<file path="src/rtl/multi_seq_detect.sv">
// multi_seq_detect: NCH independent serial pattern detectors.
// Each channel shifts its serial bit into a PAT_W-bit history on every
// en=1 cycle and emits a one-cycle registered pulse on z[k] when the newly
// accepted bit completes PATTERN (overlapping detection). A fill counter
// blocks matches until PAT_W samples have been accepted since reset.
//
// Optional feature: define SEQ_HIT_CNT_EN to build per-channel saturating
// hit counters (cleared by clr_cnt). Without it hit_cnt reads 0 and
// clr_cnt is ignored.
//
// Handshake: there is no valid/ready pair; en is a plain sample strobe,
// in is consumed on every rising edge where en=1, and nothing back-pressures.
module multi_seq_detect #(
  parameter int               NCH     = 4,
  parameter int               PAT_W   = 4,
  parameter logic [PAT_W-1:0] PATTERN = 4'b1011,
  parameter int               CNT_W   = 8,
  localparam int              SEL_W   = (NCH > 1) ? $clog2(NCH) : 1
) (
  input  logic             clk,
  input  logic             rst,
  input  logic             en,
  input  logic [NCH-1:0]   in,
  input  logic [SEL_W-1:0] sel,
  input  logic             clr_cnt,
  output logic [NCH-1:0]   z,
  output logic             out,
  output logic [CNT_W-1:0] hit_cnt,
  output logic             any_hit
);

  localparam int FILL_W = $clog2(PAT_W + 1);

  logic [PAT_W-1:0]  hist_q [NCH];
  logic [PAT_W-1:0]  hist_d [NCH];
  logic [FILL_W-1:0] fill_q [NCH];
  logic [FILL_W-1:0] fill_d [NCH];
  logic [NCH-1:0]    z_q;
  logic [NCH-1:0]    z_d;
  // The oldest history bit shifts out without being read by the comparator.
  logic [NCH-1:0]    hist_msb_unused;

  // Next history/fill per channel and the match that becomes z on the edge.
  always_comb begin
    for (int k = 0; k < NCH; k++) begin
      hist_d[k]          = hist_q[k];
      fill_d[k]          = fill_q[k];
      z_d[k]             = 1'b0;
      hist_msb_unused[k] = hist_q[k][PAT_W-1];
      if (en) begin
        hist_d[k] = {hist_q[k][PAT_W-2:0], in[k]};
        if (fill_q[k] != FILL_W'(PAT_W)) begin
          fill_d[k] = fill_q[k] + FILL_W'(1);
        end
        // The sample being accepted now counts toward the PAT_W minimum.
        z_d[k] = (fill_q[k] >= FILL_W'(PAT_W - 1)) && (hist_d[k] == PATTERN);
      end
    end
  end

  // History, fill and match-pulse registers; reset discards partial history.
  always_ff @(posedge clk) begin
    if (rst) begin
      for (int k = 0; k < NCH; k++) begin
        hist_q[k] <= '0;
        fill_q[k] <= '0;
      end
      z_q <= '0;
    end else begin
      for (int k = 0; k < NCH; k++) begin
        hist_q[k] <= hist_d[k];
        fill_q[k] <= fill_d[k];
      end
      z_q <= z_d;
    end
  end

`ifdef SEQ_HIT_CNT_EN
  logic [CNT_W-1:0] cnt_q [NCH];
  logic [CNT_W-1:0] cnt_d [NCH];

  // Saturating hit counters; clear has priority over a same-edge increment.
  always_comb begin
    for (int k = 0; k < NCH; k++) begin
      cnt_d[k] = cnt_q[k];
      if (clr_cnt) begin
        cnt_d[k] = '0;
      end else if (z_d[k] && (cnt_q[k] != {CNT_W{1'b1}})) begin
        cnt_d[k] = cnt_q[k] + CNT_W'(1);
      end
    end
  end

  // Counter registers.
  always_ff @(posedge clk) begin
    if (rst) begin
      for (int k = 0; k < NCH; k++) begin
        cnt_q[k] <= '0;
      end
    end else begin
      for (int k = 0; k < NCH; k++) begin
        cnt_q[k] <= cnt_d[k];
      end
    end
  end
`else
  logic clr_cnt_unused;
  assign clr_cnt_unused = clr_cnt;
`endif

  // Channel-select mux; an out-of-range sel matches no channel and reads 0.
  always_comb begin
    out     = 1'b0;
    hit_cnt = '0;
    for (int k = 0; k < NCH; k++) begin
      if (sel == SEL_W'(k)) begin
        out = z_q[k];
`ifdef SEQ_HIT_CNT_EN
        hit_cnt = cnt_q[k];
`endif
      end
    end
  end

  assign z       = z_q;
  assign any_hit = |z_q;

endmodule

</file>
<file path="config.mk">
export PLATFORM = sky130hd
export DESIGN_NAME = multi_seq_detect
export DESIGN_NICKNAME = d
export VERILOG_FILES = /design/src/rtl/multi_seq_detect.sv
export SDC_FILE = /design/constraint.sdc
export NUM_CORES = 1
export LEC_CHECK = 0
export BUFFER_PORTS_ARGS = -buffer_cell sky130_fd_sc_hd__clkbuf_2
export CORE_ASPECT_RATIO = 1.5
export CORE_MARGIN = 3
export CORE_UTILIZATION = 55
export CTS_BUF_LIST = sky130_fd_sc_hd__clkbuf_4 sky130_fd_sc_hd__clkbuf_8
export CTS_CLUSTER_DIAMETER = 60
export CTS_CLUSTER_SIZE = 12
export DETAILED_ROUTE_END_ITERATION = 10
export PLACE_DENSITY = 0.89
export SLEW_MARGIN = 0
export SYNTH_ARGS = -nofsm -noshare
export SYNTH_HDL_FRONTEND = slang
export SYNTH_SLANG_ARGS = --single-unit
</file>
<file path="constraint.sdc">
create_clock -name clk -period 1.5 [get_ports clk]
set_clock_uncertainty 0.15 [all_clocks]
set_input_delay 0.3 -clock clk [delete_from_list [all_inputs] [get_ports clk]]
set_output_delay 0.3 -clock clk [all_outputs]
set_load 0.01 [all_outputs]
</file>
* Yosys cells after proc, flatten, opt, wreduce, memory -nomap -nowiden
Memory sizes are Yosys's and may differ from the RTL's.
Index checks and enable logic that the tools add are counted.
** Cells by class
- Multiplexer cells :: 27
- Equality and inequality tests :: 11
- Bitwise operators :: 9
- Reductions and logical operators :: 7
- Order comparisons :: 4
- $add $sub $neg :: 4
** Operator list (count)
- 2-to-1 mux 3 bit :: 12
- 2-to-1 mux 4 bit :: 8
- == test 4 bit, second input constant :: 4
- adder 3 x 1 -> 3 bit, second input constant :: 4
- greater-or-equal comparator 3 x 2 -> 1 bit, second input constant :: 4
- inequality test 3 bit, second input constant :: 4
- bitwise OR 1 bit :: 8
- 2-to-1 mux 1 bit :: 7
- == test 2 bit, second input constant :: 2
- logical AND 1 bit :: 4
- OR reduction 4 bit :: 1
- == test 2 x 1 -> 1 bit, second input constant :: 1
- logical NOT 2 bit :: 1
- OR reduction 2 bit :: 1
- inverter 1 bit :: 1
** Storage, ports and cells
- Register bits :: 4
- Word-level logic and storage cells :: 65
- Input port bits :: 10
- Memories :: 2
- RAM bits :: 28
- Output and inout port bits :: 14
** Memories
- hist_q :: depth 4, bits a word 4, rd ports 4, clocked after Yosys merged registers in 0, write ports 4, line 34 : logic [PAT_W-1:0] hist_q [NCH];
- fill_q :: depth 4, bits a word 3, rd ports 4, clocked after Yosys merged registers in 0, write ports 4, line 36 : logic [FILL_W-1:0] fill_q [NCH];

* Depth between registers and ports, before layout
Gate-level depths: netlist of run 1.
- Word-level depth :: 5
- Depth in mapped cells :: 5

* Worst setup path before layout of run 1
No wires, ideal clock.
- Path kind :: register -> output
- Start point :: reg z_q[0] (netlist: z[0])
- End point :: out any_hit
- Cell stages (with the launch flop) :: 2
- Data arrival time :: 0.899 ns
- Data required time :: 1.050 ns
- Slack :: 0.151 ns
- Path through :: dfxtp_1 > or4_1
** On the way
- Longest elaborated chain between the ends :: 1
** Ends and longest elaborated chain
- start: declaration :: line 38 : logic [NCH-1:0] z_q;
- start signal: assignment :: line 74 : z_q <= z_d;
- OR reduction 4 bit :: line 126 : assign any_hit = |z_q;
- end: declaration :: line 29 : output logic any_hit
Every way passes these cells.

* Final worst setup path of run 1
Ends and elaborated chain as after synthesis.

==> impl_summary.txt, run 1 <==
----------------------------------------------------
[Status]
  Status ... finished, violations left
  Failing checks ... setup timing

[Final layout]
  FF/Latch Area ... between 500 and 600 um^2
  Final cell area excluding filler cells ... roughly 0.0015 mm^2
  Fin nets ... 176
  Diode insertion count for antenna repair ... 0
  Final core utilization ... a little under two thirds
  Share of final-layout standard cells stronger than drive strength 1 ... 20.26%
  Signed area change from the synthesized netlist to the final layout ... 6.960%
  Fill count ... 173
  Area taken by multi-input logic gates ... around 690 um^2

[Synth]
  Share of synthesized area occupied by flip-flops and latches ... 41.03%
  Flip-flop and latch count after synthesis ... 28
  Unique masters post-synth ... 21
  Number of instances in the synthesized netlist ... about 140
  Ys Warns ... 0
  Synth Area per Inst ... just under 10 um^2
  Cell area after synthesis ... between 0.001 and 0.0015 mm^2

[Clock tree]
  Largest buffer count on any clock path ... 2
  Clock buffers created by TritonCTS ... 3
  Clock transition at the registers of the reported paths ... roughly 140 ps
  CTS hold repair buffers ... 0
  Clock latency at the later pin of the worst-skew pair ... around 320 ps
  CTS sink count ... 28
  H-tree lvl count ... 1
  Clock tree from TritonCTS ... built
  Buffer type at the clock tree root ... sky130_fd_sc_hd__clkbuf_4

[GRT]
  Initial antenna violation count ... 0
  Met2 demand-to-capacity share in global routing ... just under 30%
  Global-route wire length before repair ... about 3800 um
  Overall Global Routing Usage ... between 10% and 20%
  Met1 usage in global routing ... 18.24%
  GR met3 Demand/Resource ... 1.892%
  Maximum number of pins on one net before global-route repair ... 25
  Busiest layer in global routing ... met2
  Via count of the first global-routing pass ... ~950
  Grt ovf ... 0

[Setup path]
  Arrival time of data at the critical path endpoint ... about 1300 ps
  Worst Setup End Kind ... primary output
  Category of the worst setup path launch point ... flop
  Endpoint required time on the critical path ... between 1000 and 1500 ps
  Startpoint-to-endpoint class of the critical path ... flop to primary output
  Maximum fanout along the worst path ... 3

[Detailed routing]
  Final ANT Viol Nets ... 0
  First-pass DRT Iterations ... 4
  Routed len/inst ... between 10 and 15 um
  DRC ... 0
  Iter 0 DRT Violations ... 18
  Wire length reported by the detailed router ... between 2000 and 2500 um
  Overall via count from detail_route ... 960
  Via density ... roughly 5.5

[STA]
  Final period demand of the worst path ... approximately 1800 ps
  Setup repair after global routing missed its margin ... yes
  Hold Vio Cnt, Final ... 0
  Fmax ... roughly 0.57 GHz
  Number of setup violations in the final report ... 2
  Final Max Tran Viols ... 0
  Hold Worst Slack ... 74.98 ps
  Final worst setup slack ... -253.2 ps
  Post-route setup TNS ... -459.7 ps
  Fin crit share ... 116.9%

[Floorplanning]
  Starting Density ... between 50 and 60%
  Overall die area ... ~0.0031 mm^2
  Horizontal die dimension ... 46.70 um
  Placeable core area ... about 0.0023 mm^2
  Number of placement rows ... 21
  Top-level I/O count ... 24
  Die H ... about 67 um

[Min path]
  Type of the tightest min-delay check ... input port to flop

[Power]
  Switching power total ... roughly 0.37 mW
  Leakage power ... ~0.66 nW
  Combinational share of power ... ~15%
  Internal power ... ~1.0 mW
  Power Dens Cells ... about 960 mW/mm^2
  Sequential group share of total power ... ~59%
  Maximum vdd ir drop ... ~0.58 mV
  Part of the power in the clock network ... between 20% and 30%
  Switching share of power ... a little over a quarter

[Run]
  Max-cap check violation count ... 0

[Placed design]
  Placed standard-cell area ... 0.001420 mm^2
  Post-detailed-placement half-perimeter wirelength ... around 1800 um
  Number of buffers added on ports ... 14
  Placer congestion estimate ... 0.7238

----------------------------------------------------
[routing by layer]
metal / up-vias / part of all wire [%]
li1: 472 / -
met4: 0 / 2.1
met2: 18 / 55
met3: 6 / 3.2
met5: - / 0
met1: 464 / 40
[critical path: stages, from the launching register on]
cell and delay [ps]:
sky130_fd_sc_hd__dfxtp_2 350, sky130_fd_sc_hd__or4_1 500, sky130_fd_sc_hd__clkbuf_2 140
[Yosys cell counts]
master,number,area [um^2]
sky130_fd_sc_hd__nor3_1,4,20.02
sky130_fd_sc_hd__clkbuf_1,3,11.26
sky130_fd_sc_hd__buf_4,8,60.06
sky130_fd_sc_hd__buf_6,2,22.52
sky130_fd_sc_hd__inv_1,12,45.04
sky130_fd_sc_hd__a21oi_1,4,20.02
sky130_fd_sc_hd__conb_1,1,3.750
sky130_fd_sc_hd__inv_2,1,3.750
sky130_fd_sc_hd__a21boi_2,3,33.78
sky130_fd_sc_hd__mux4_2,1,22.52
sky130_fd_sc_hd__a21boi_4,1,18.77
sky130_fd_sc_hd__or4_1,1,7.510
sky130_fd_sc_hd__mux2i_1,16,160.2
sky130_fd_sc_hd__nand4b_1,4,35.03
sky130_fd_sc_hd__nor2_1,20,75.07
sky130_fd_sc_hd__dfxtp_1,28,560.5
sky130_fd_sc_hd__ha_1,12,150.1
sky130_fd_sc_hd__xnor2_1,4,35.03
sky130_fd_sc_hd__a211oi_1,4,30.03
sky130_fd_sc_hd__nand2b_1,5,31.28
sky130_fd_sc_hd__o21ai_0,4,20.02
[logic make-up (layout without fill, tap and decap cells)]
logic type | Yosys count | in the layout | synth area share [%]
AO/OA/AOI/OAI | 16 | 16 | 8.975
XOR/XNOR | 4 | 4 | 2.564
adder cells (fa/ha/maj) | 12 | 12 | 10.99
buffers and inverters | 26 | 34 | 10.44
flip-flops | 28 | 28 | 41.03
multiplexers | 17 | 17 | 13.37
other | 1 | 8 | 0.2745
AND/OR/NAND/NOR | 34 | 34 | 12.36
[path summary, 6_finish.rpt]
path | depth (start not counted) | to | slack, ps | start
max | 2 | any_hit | -250 | z[0]$_SDFF_PP0_
min | 3 | z[3]$_SDFF_PP0_ | 70 | in[3]
max reg2reg | 5 | fill_q[1][1]$_SDFFE_PP0P_ | 70 | fill_q[1][0]$_SDFFE_PP0P_
min reg2reg | 2 | z[3]$_SDFF_PP0_ | 340 | hist_q[3][2]$_SDFFE_PP0P_
[power by group through the flow]
| stage | clock, mW | combinational (mW) | sequential (mW) |
|---|---|---|---|
| after detailed placement | 0 | 0.214 | 0.845 |
| after CTS | 0.360 | 0.217 | 0.830 |
| after floorplan | 0 | 0.184 | 0.834 |
| final | 0.357 | 0.215 | 0.831 |
| after global placement | 0 | 0.193 | 0.838 |
| after global routing | 0.395 | 0.241 | 0.837 |
[through the flow]
| step | setup slack, ps | power, mW | instances |
|---|---|---|---|
| 6_report | -253.2 | 1.403 | 176 |
| 5_1_grt | -318.8 | 1.472 | 176 |
| 4_1_cts | -258.0 | 1.407 | 176 |
| 3_5_place_dp | 36.61 | 1.059 | 172 |
| 3_3_place_gp | 39.72 | 1.032 | 172 |
| 2_1_floorplan | 150.6 | 1.018 | 145 |
[layout by cell type (no fill, tap or decap), drive strengths merged]
| cell type | count |
|---|---|
| ha | 12 |
| nand2b | 5 |
| o21ai | 4 |
| nand4b | 4 |
| xnor2 | 4 |
| nor3 | 4 |
| clkbuf | 18 |
| or4 | 1 |
| conb | 8 |
| inv | 13 |
| mux2i | 16 |
| buf | 3 |
| a211oi | 4 |
| mux4 | 1 |
| a21oi | 4 |
| dfxtp | 28 |
| nor2 | 20 |
| a21boi | 4 |
[area by class of cell]
type                            count  share of cell area (%)
Sequential cell                    28                   38.70
Inverter                           13                   3.339
Timing Repair Buffer               17                   6.336
Multi-Input combinational cell     91                   47.17
Clock buffer                        4                   2.483
Tap cell                           23                   1.969
[state kept, by name (all words and copies together), names as in the netlist]
| name | cells |
|---|---|
| fill_q | 12 |
| z | 4 |
| hist_q | 12 |
[timing repair]
action	4_1_cts	5_1_grt
gates resized for setup	0	4
buffers inserted	0	0
endpoints found under the setup margin	2	3
Note: power is estimated with default switching activity, not from simulation.
==> run 2: changes to the inputs <==
CORE_UTILIZATION = 54   (was 55)
CTS_BUF_LIST = sky130_fd_sc_hd__clkbuf_16   (was sky130_fd_sc_hd__clkbuf_4 sky130_fd_sc_hd__clkbuf_8)
PLACE_DENSITY = 0.87   (was 0.89)
==> run 2 against run 1 <==
Net effect:
- the run still ends with setup timing left
- register-to-register slack improved by 20 ps
- final area increased by 2.8%
- non-clock buffer count unchanged
- global-route usage increased by 0.072 points
- sequential share of layout area decreased by 1.1 points
- hold slack improved by 72 ps
- sequential power about the same
- worst setup slack improved by 60 ps
- sequential cell count unchanged
- largest cell class unchanged
- largest power group unchanged
- highest routed layer unchanged
==> impl_summary.txt, run 2 (synthesis results as in run 1) <==
----------------------------------------------------
[Detailed routing]
  Wire length reported by the detailed router ... 2338 um (was 2373 um)
  First-pass DRT Iterations ... 4 (unchanged)
  Iter 0 DRT Violations ... 10 (was 18)
  Via density ... 5.438 (was 5.455)
  DRC ... 0 (unchanged)
  Overall via count from detail_route ... 957 (was 960)
  Final ANT Viol Nets ... 0 (unchanged)
  Routed len/inst ... 13.28 um (was 13.48 um)

[Final layout]
  Share of final-layout standard cells stronger than drive strength 1 ... 18.95% (was 20.26%)
  Fill count ... 191 (was 173)
  Fin nets ... 176 (unchanged)
  Most frequent standard cell in the layout excluding fill and tap cells ... sky130_fd_sc_hd__dfxtp_1 (unchanged)
  Signed area change from the synthesized netlist to the final layout ... 9.982% (was 6.960%)
  Diode insertion count for antenna repair ... 0 (unchanged)
  Commonest non-fill, non-tap cells in the layout ... 25 x sky130_fd_sc_hd__dfxtp_1, 20 x sky130_fd_sc_hd__nor2_1, 16 x sky130_fd_sc_hd__mux2i_1 (was 24 x sky130_fd_sc_hd__dfxtp_1, 20 x sky130_fd_sc_hd__nor2_1, 16 x sky130_fd_sc_hd__mux2i_1)
  Final cell area excluding filler cells ... 0.001503 mm^2 (was 0.001461 mm^2)

[Power]
  Sequential group share of total power ... 50.5% (was 59.2%)
  Internal power ... 1.243 mW (was 1.035 mW)
  Combinational share of power ... 12.9% (was 15.3%)
  Power Dens Cells ... 1092 mW/mm^2 (was 959.8 mW/mm^2)
  Maximum vdd ir drop ... 0.6664 mV (was 0.5821 mV)
  Leakage power ... 0.6758 nW (was 0.6578 nW)
  Switching share of power ... 24.26% (was 26.19%)
  Switching power total ... 0.3982 mW (was 0.3674 mW)
  Part of the power in the clock network ... 36.6% (was 25.4%)
  Tot Pwr ... 1.641 mW (was 1.403 mW)

[Floorplanning]
  Placeable core area ... 0.002312 mm^2 (was 0.002286 mm^2)
  Starting Density ... 59.09% (was 59.77%)
  Die H ... 67.61 um (was 67.05 um)
  Number of placement rows ... 21 (unchanged)
  Top-level I/O count ... 24 (unchanged)
  Horizontal die dimension ... 47.07 um (was 46.70 um)
  Overall die area ... 0.003182 mm^2 (was 0.003131 mm^2)

[GRT]
  Grt ovf ... 0 (unchanged)
  Via count of the first global-routing pass ... 963 (was 952)
  Overall Global Routing Usage ... 16.61% (was 16.53%)
  Maximum number of pins on one net before global-route repair ... 25 (unchanged)
  Global-route wire length before repair ... 3760 um (was 3843 um)
  Initial antenna violation count ... 0 (unchanged)

[Min path]
  Type of the tightest min-delay check ... input port to flop (unchanged)
  Worst Hold Path Cells ... 3 (unchanged)
  Hold Startpoint ... in[1] (was in[3])
  End point of the most critical hold path ... hist_q[1][0]$_SDFFE_PP0P_ (was z[3]$_SDFF_PP0_)

[Clock tree]
  Count of buffers added by post-CTS timing repair for setup ... 0 (unchanged)
  Largest buffer count on any clock path ... 2 (unchanged)
  H-tree lvl count ... 1 (unchanged)
  CTS sink count ... 28 (unchanged)
  CTS hold repair buffers ... 0 (unchanged)
  Buffer type at the clock tree root ... sky130_fd_sc_hd__clkbuf_16 (was sky130_fd_sc_hd__clkbuf_4)
  Clock tree from TritonCTS ... built (unchanged)
  Clock transition at the registers of the reported paths ... 60 ps (was 140 ps)
  Clock buffers created by TritonCTS ... 3 (unchanged)
  Clock latency at the later pin of the worst-skew pair ... 260 ps (was 320 ps)

[Setup path]
  Beginning of the critical path ... z[3]$_SDFF_PP0_ (was z[0]$_SDFF_PP0_)
  Depth of the worst register-to-register path ... 5 (unchanged)
  Worst r2r src ... fill_q[2][0]$_SDFFE_PP0P_ (was fill_q[1][0]$_SDFFE_PP0P_)
  End of the worst register-to-register path ... fill_q[2][1]$_SDFFE_PP0P_ (was fill_q[1][1]$_SDFFE_PP0P_)
  Maximum fanout along the worst path ... 3 (unchanged)
  Endpoint required time on the critical path ... 1050 ps (about the same)
  Worst Setup End Kind ... primary output (unchanged)
  Startpoint-to-endpoint class of the critical path ... flop to primary output (unchanged)
  Arrival time of data at the critical path endpoint ... 1240 ps (was 1300 ps)
  Register-to-Register Setup Slack ... 90 ps (was 70 ps)
  Category of the worst setup path launch point ... flop (unchanged)

[STA]
  Final Max Tran Viols ... 0 (unchanged)
  Final worst setup slack ... -193.1 ps (was -253.2 ps)
  Hold Vio Cnt, Final ... 0 (unchanged)
  Fin crit share ... 112.9% (was 116.9%)
  Setup repair after global routing missed its margin ... yes (unchanged)
  Hold Worst Slack ... 146.9 ps (was 74.98 ps)
  Fmax ... 0.5906 GHz (was 0.5704 GHz)
  Number of setup violations in the final report ... 2 (unchanged)
  Final period demand of the worst path ... 1693 ps (was 1753 ps)

[Placed design]
  Post-detailed-placement half-perimeter wirelength ... 1680 um (was 1799 um)
  Placer congestion estimate ... 0.7426 (was 0.7238)
  Number of buffers added on ports ... 14 (unchanged)
  Setup slack after placement ... 39.14 ps (was 36.61 ps)
  Placed standard-cell area ... 0.001420 mm^2 (unchanged)

[Run]
  Max-cap check violation count ... 0 (unchanged)

[Status]
  Status ... finished, violations left (unchanged)
  Failing checks ... setup timing (unchanged)

----------------------------------------------------
## run 2: how the worst max path moves through the flow
stage / end / slack (ps) / cells past startpoint
floorplan: any_hit / 150 / 1
global placement: out / 40 / 3
detailed placement: out / 40 / 3
CTS: any_hit / -190 / 2
global route: any_hit / -230 / 2
finish: any_hit / -190 / 2
## run 2: final cells by class
cell class                 instances  area [um^2]  area share, %
timing repair buffer              17        92.59          6.162
sequential                        28        564.3          37.55
clock inverter                     1        3.754         0.2498
inverter                          13        48.80          3.247
multi-input combinational         91        689.4          45.88
clock buffer                       3        75.07          4.996
tap                               23        28.78          1.915
## run 2: critical path, cell delays in order (launching register included)
cell and delay [ps]:
sky130_fd_sc_hd__dfxtp_2 320, sky130_fd_sc_hd__or4_1 510, sky130_fd_sc_hd__buf_2 150
## run 2: power by group through the flow
| stage | clock network, mW | logic [mW] | registers [mW] |
|---|---|---|---|
| final | 0.600 | 0.212 | 0.829 |
| after global routing | 0.635 | 0.239 | 0.836 |
| after CTS | 0.605 | 0.216 | 0.828 |
| after detailed placement | 0 | 0.208 | 0.844 |
| after global placement | 0 | 0.194 | 0.839 |
| after floorplan | 0 | 0.184 | 0.834 |
## run 2: metrics by stage
step	std cells	utilization, %	setup TNS, ps
after floorplan	145	-	0
after global placement	172	61.42	0
after detailed placement	172	61.42	0
after CTS	176	64.88	-316.9
after global routing	176	64.99	-394.0
final	176	64.99	-317.0
## run 2: repair_timing
item,CTS,global route
pin swaps,0,1
gates resized for setup,1,3
endpoints found under the setup margin,2,3
## run 2: routing by layer
metal  share of wire, %  wire, um  vias up  GRT usage, %
li1                   -         -      474             -
met1                 41       956      460         16.97
met2                 53      1238       19         29.59
met3                3.8        89        4         2.133
met4                2.3        54        0         11.07
met5                  0         0        -             0
==> run 3: changes to the inputs <==
RECOVER_POWER = 50   (was unset)
==> run 3 against run 2 <==
Net effect:
- the run still ends with setup timing left
- register-to-register slack about the same
- largest cell class unchanged
- core utilization down 0.38 points
- first-iteration DRC count up 40%
- routed wire length unchanged
- sequential share of layout area up 0.22 points
- critical path type unchanged
- cell count unchanged
- maximum frequency about the same
- critical endpoint unchanged
==> impl_summary.txt, run 3 (synthesis results as in run 1) <==
----------------------------------------------------
[Floorplanning]
  Overall die area ... 0.003182 mm^2 (unchanged)
  Number of placement rows ... 21 (unchanged)
  Top-level I/O count ... 24 (unchanged)
  Placeable core area ... 0.002312 mm^2 (unchanged)
  Die H ... 67.61 um (unchanged)
  Horizontal die dimension ... 47.07 um (unchanged)
  Starting Density ... 59.09% (unchanged)

[GRT]
  Initial antenna violation count ... 0 (unchanged)
  Overall Global Routing Usage ... 16.61% (unchanged)
  Via count of the first global-routing pass ... 963 (unchanged)
  Grt ovf ... 0 (unchanged)
  Maximum number of pins on one net before global-route repair ... 25 (unchanged)
  Global-route wire length before repair ... 3760 um (unchanged)

[Power]
  Maximum vdd ir drop ... 0.6667 mV (was 0.6664 mV)
  Tot Pwr ... 1.638 mW (was 1.641 mW)
  Leakage power ... 0.6656 nW (was 0.6758 nW)
  Power Dens Cells ... 1096 mW/mm^2 (was 1092 mW/mm^2)

[Placed design]
  Post-detailed-placement half-perimeter wirelength ... 1680 um (unchanged)
  Placed standard-cell area ... 0.001420 mm^2 (unchanged)
  Placed cell count ... 172 (unchanged)
  Placer congestion estimate ... 0.7426 (unchanged)
  Number of buffers added on ports ... 14 (unchanged)

[Clock tree]
  Count of buffers added by post-CTS timing repair for setup ... 0 (unchanged)
  CTS hold repair buffers ... 0 (unchanged)
  Clock buffers created by TritonCTS ... 3 (unchanged)
  H-tree lvl count ... 1 (unchanged)
  Clock latency at the later pin of the worst-skew pair ... 260 ps (about the same)
  CTS sink count ... 28 (unchanged)
  Clock transition at the registers of the reported paths ... 60 ps (about the same)
  Largest buffer count on any clock path ... 2 (unchanged)
  Clock tree from TritonCTS ... built (unchanged)
  Buffer type at the clock tree root ... sky130_fd_sc_hd__clkbuf_16 (unchanged)

[STA]
  Final Max Tran Viols ... 0 (unchanged)
  Setup repair after global routing missed its margin ... yes (unchanged)
  Number of setup violations in the final report ... 2 (unchanged)
  Fmax ... 0.5906 GHz (about the same)
  Final worst setup slack ... -193.2 ps (was -193.1 ps)
  Final period demand of the worst path ... 1693 ps (about the same)
  Hold Vio Cnt, Final ... 0 (unchanged)
  Fin crit share ... 112.9% (about the same)
  Post-route setup TNS ... -317.1 ps (was -317.0 ps)

[Final layout]
  Final core utilization ... 64.61% (was 64.99%)
  Most frequent standard cell in the layout excluding fill and tap cells ... sky130_fd_sc_hd__dfxtp_1 (unchanged)
  Final cell area excluding filler cells ... 0.001494 mm^2 (was 0.001503 mm^2)
  Commonest non-fill, non-tap cells in the layout ... 25 x sky130_fd_sc_hd__dfxtp_1, 20 x sky130_fd_sc_hd__nor2_1, 16 x sky130_fd_sc_hd__mux2i_1 (unchanged)
  Share of final-layout standard cells stronger than drive strength 1 ... 16.99% (was 18.95%)
  Signed area change from the synthesized netlist to the final layout ... 9.340% (was 9.982%)
  Fin nets ... 176 (unchanged)
  Diode insertion count for antenna repair ... 0 (unchanged)
  Fill count ... 193 (was 191)
  Number of standard cells in the layout, taps in and fillers out ... 176 (unchanged)

[Detailed routing]
  Routed len/inst ... 13.28 um (unchanged)
  Wire length reported by the detailed router ... 2338 um (unchanged)
  DRC ... 0 (unchanged)
  Via density ... 5.409 (was 5.438)
  Overall via count from detail_route ... 952 (was 957)
  First-pass DRT Iterations ... 4 (unchanged)
  Final ANT Viol Nets ... 0 (unchanged)
  Iter 0 DRT Violations ... 14 (was 10)

[Setup path]
  Worst Setup End Kind ... primary output (unchanged)
  Endpoint required time on the critical path ... 1050 ps (about the same)
  Category of the worst setup path launch point ... flop (unchanged)
  Beginning of the critical path ... z[3]$_SDFF_PP0_ (unchanged)
  Maximum fanout along the worst path ... 3 (unchanged)
  Startpoint-to-endpoint class of the critical path ... flop to primary output (unchanged)
  Arrival time of data at the critical path endpoint ... 1240 ps (about the same)
  Worst r2r src ... fill_q[2][0]$_SDFFE_PP0P_ (unchanged)

[Run]
  Max-cap check violation count ... 0 (unchanged)

[Min path]
  Hold Startpoint ... in[1] (unchanged)
  Type of the tightest min-delay check ... input port to flop (unchanged)

[Status]
  Failing checks ... setup timing (unchanged)
  Status ... finished, violations left (unchanged)

----------------------------------------------------
run 3: timing repair:
item,4_1_cts,5_1_grt
pin swaps,0,1
setup endpoints to repair,2,3
gates resized for setup,1,3
run 3: final timing paths:
kind	to	slack [ps]	depth (start not counted)
worst max-delay path	any_hit	-190	2
worst min-delay path	hist_q[1][0]$_SDFFE_PP0P_	150	3
worst max register to register	fill_q[2][1]$_SDFFE_PP0P_	90	5
worst min register to register	z[0]$_SDFF_PP0_	320	2
run 3: power by group:
part	leakage (nW)	switching [mW]	internal [mW]
Sequential	0.230	0.0432	0.786
Combinational	0.397	0.112	0.0971
Clock	0.0385	0.242	0.357
run 3: layout make-up:
class | count | area, um^2 | area share [%]
multi-input cells | 91 | 689.4 | 46.15
flip-flops and latches | 28 | 564.3 | 37.77
repair buffers | 17 | 83.83 | 5.611
clock buffers | 3 | 75.07 | 5.025
inverters | 13 | 48.80 | 3.266
well taps | 23 | 28.78 | 1.926
clock inverters | 1 | 3.754 | 0.2513
run 3: layer usage:
| layer | global-route usage, % | vias to the layer above | wire (um) |
|---|---|---|---|
| li1 | - | 474 | - |
| met1 | 16.97 | 455 | 952 |
| met2 | 29.59 | 19 | 1242 |
| met3 | 2.133 | 4 | 89 |
| met4 | 11.07 | 0 | 54 |
| met5 | 0 | - | 0 |
run 3: critical path: stages (launching register included):
cell	delay (ps)
sky130_fd_sc_hd__dfxtp_2	320
sky130_fd_sc_hd__or4_1	510
sky130_fd_sc_hd__buf_2	150
run 3: stage by stage:
stage          setup slack [ps]  hold slack [ps]
3_5_place_dp              39.14            321.8
6_report                 -193.2            146.7
3_3_place_gp              41.62            321.8
4_1_cts                  -190.3            147.7
2_1_floorplan             150.6            297.2
5_1_grt                  -229.8            154.3
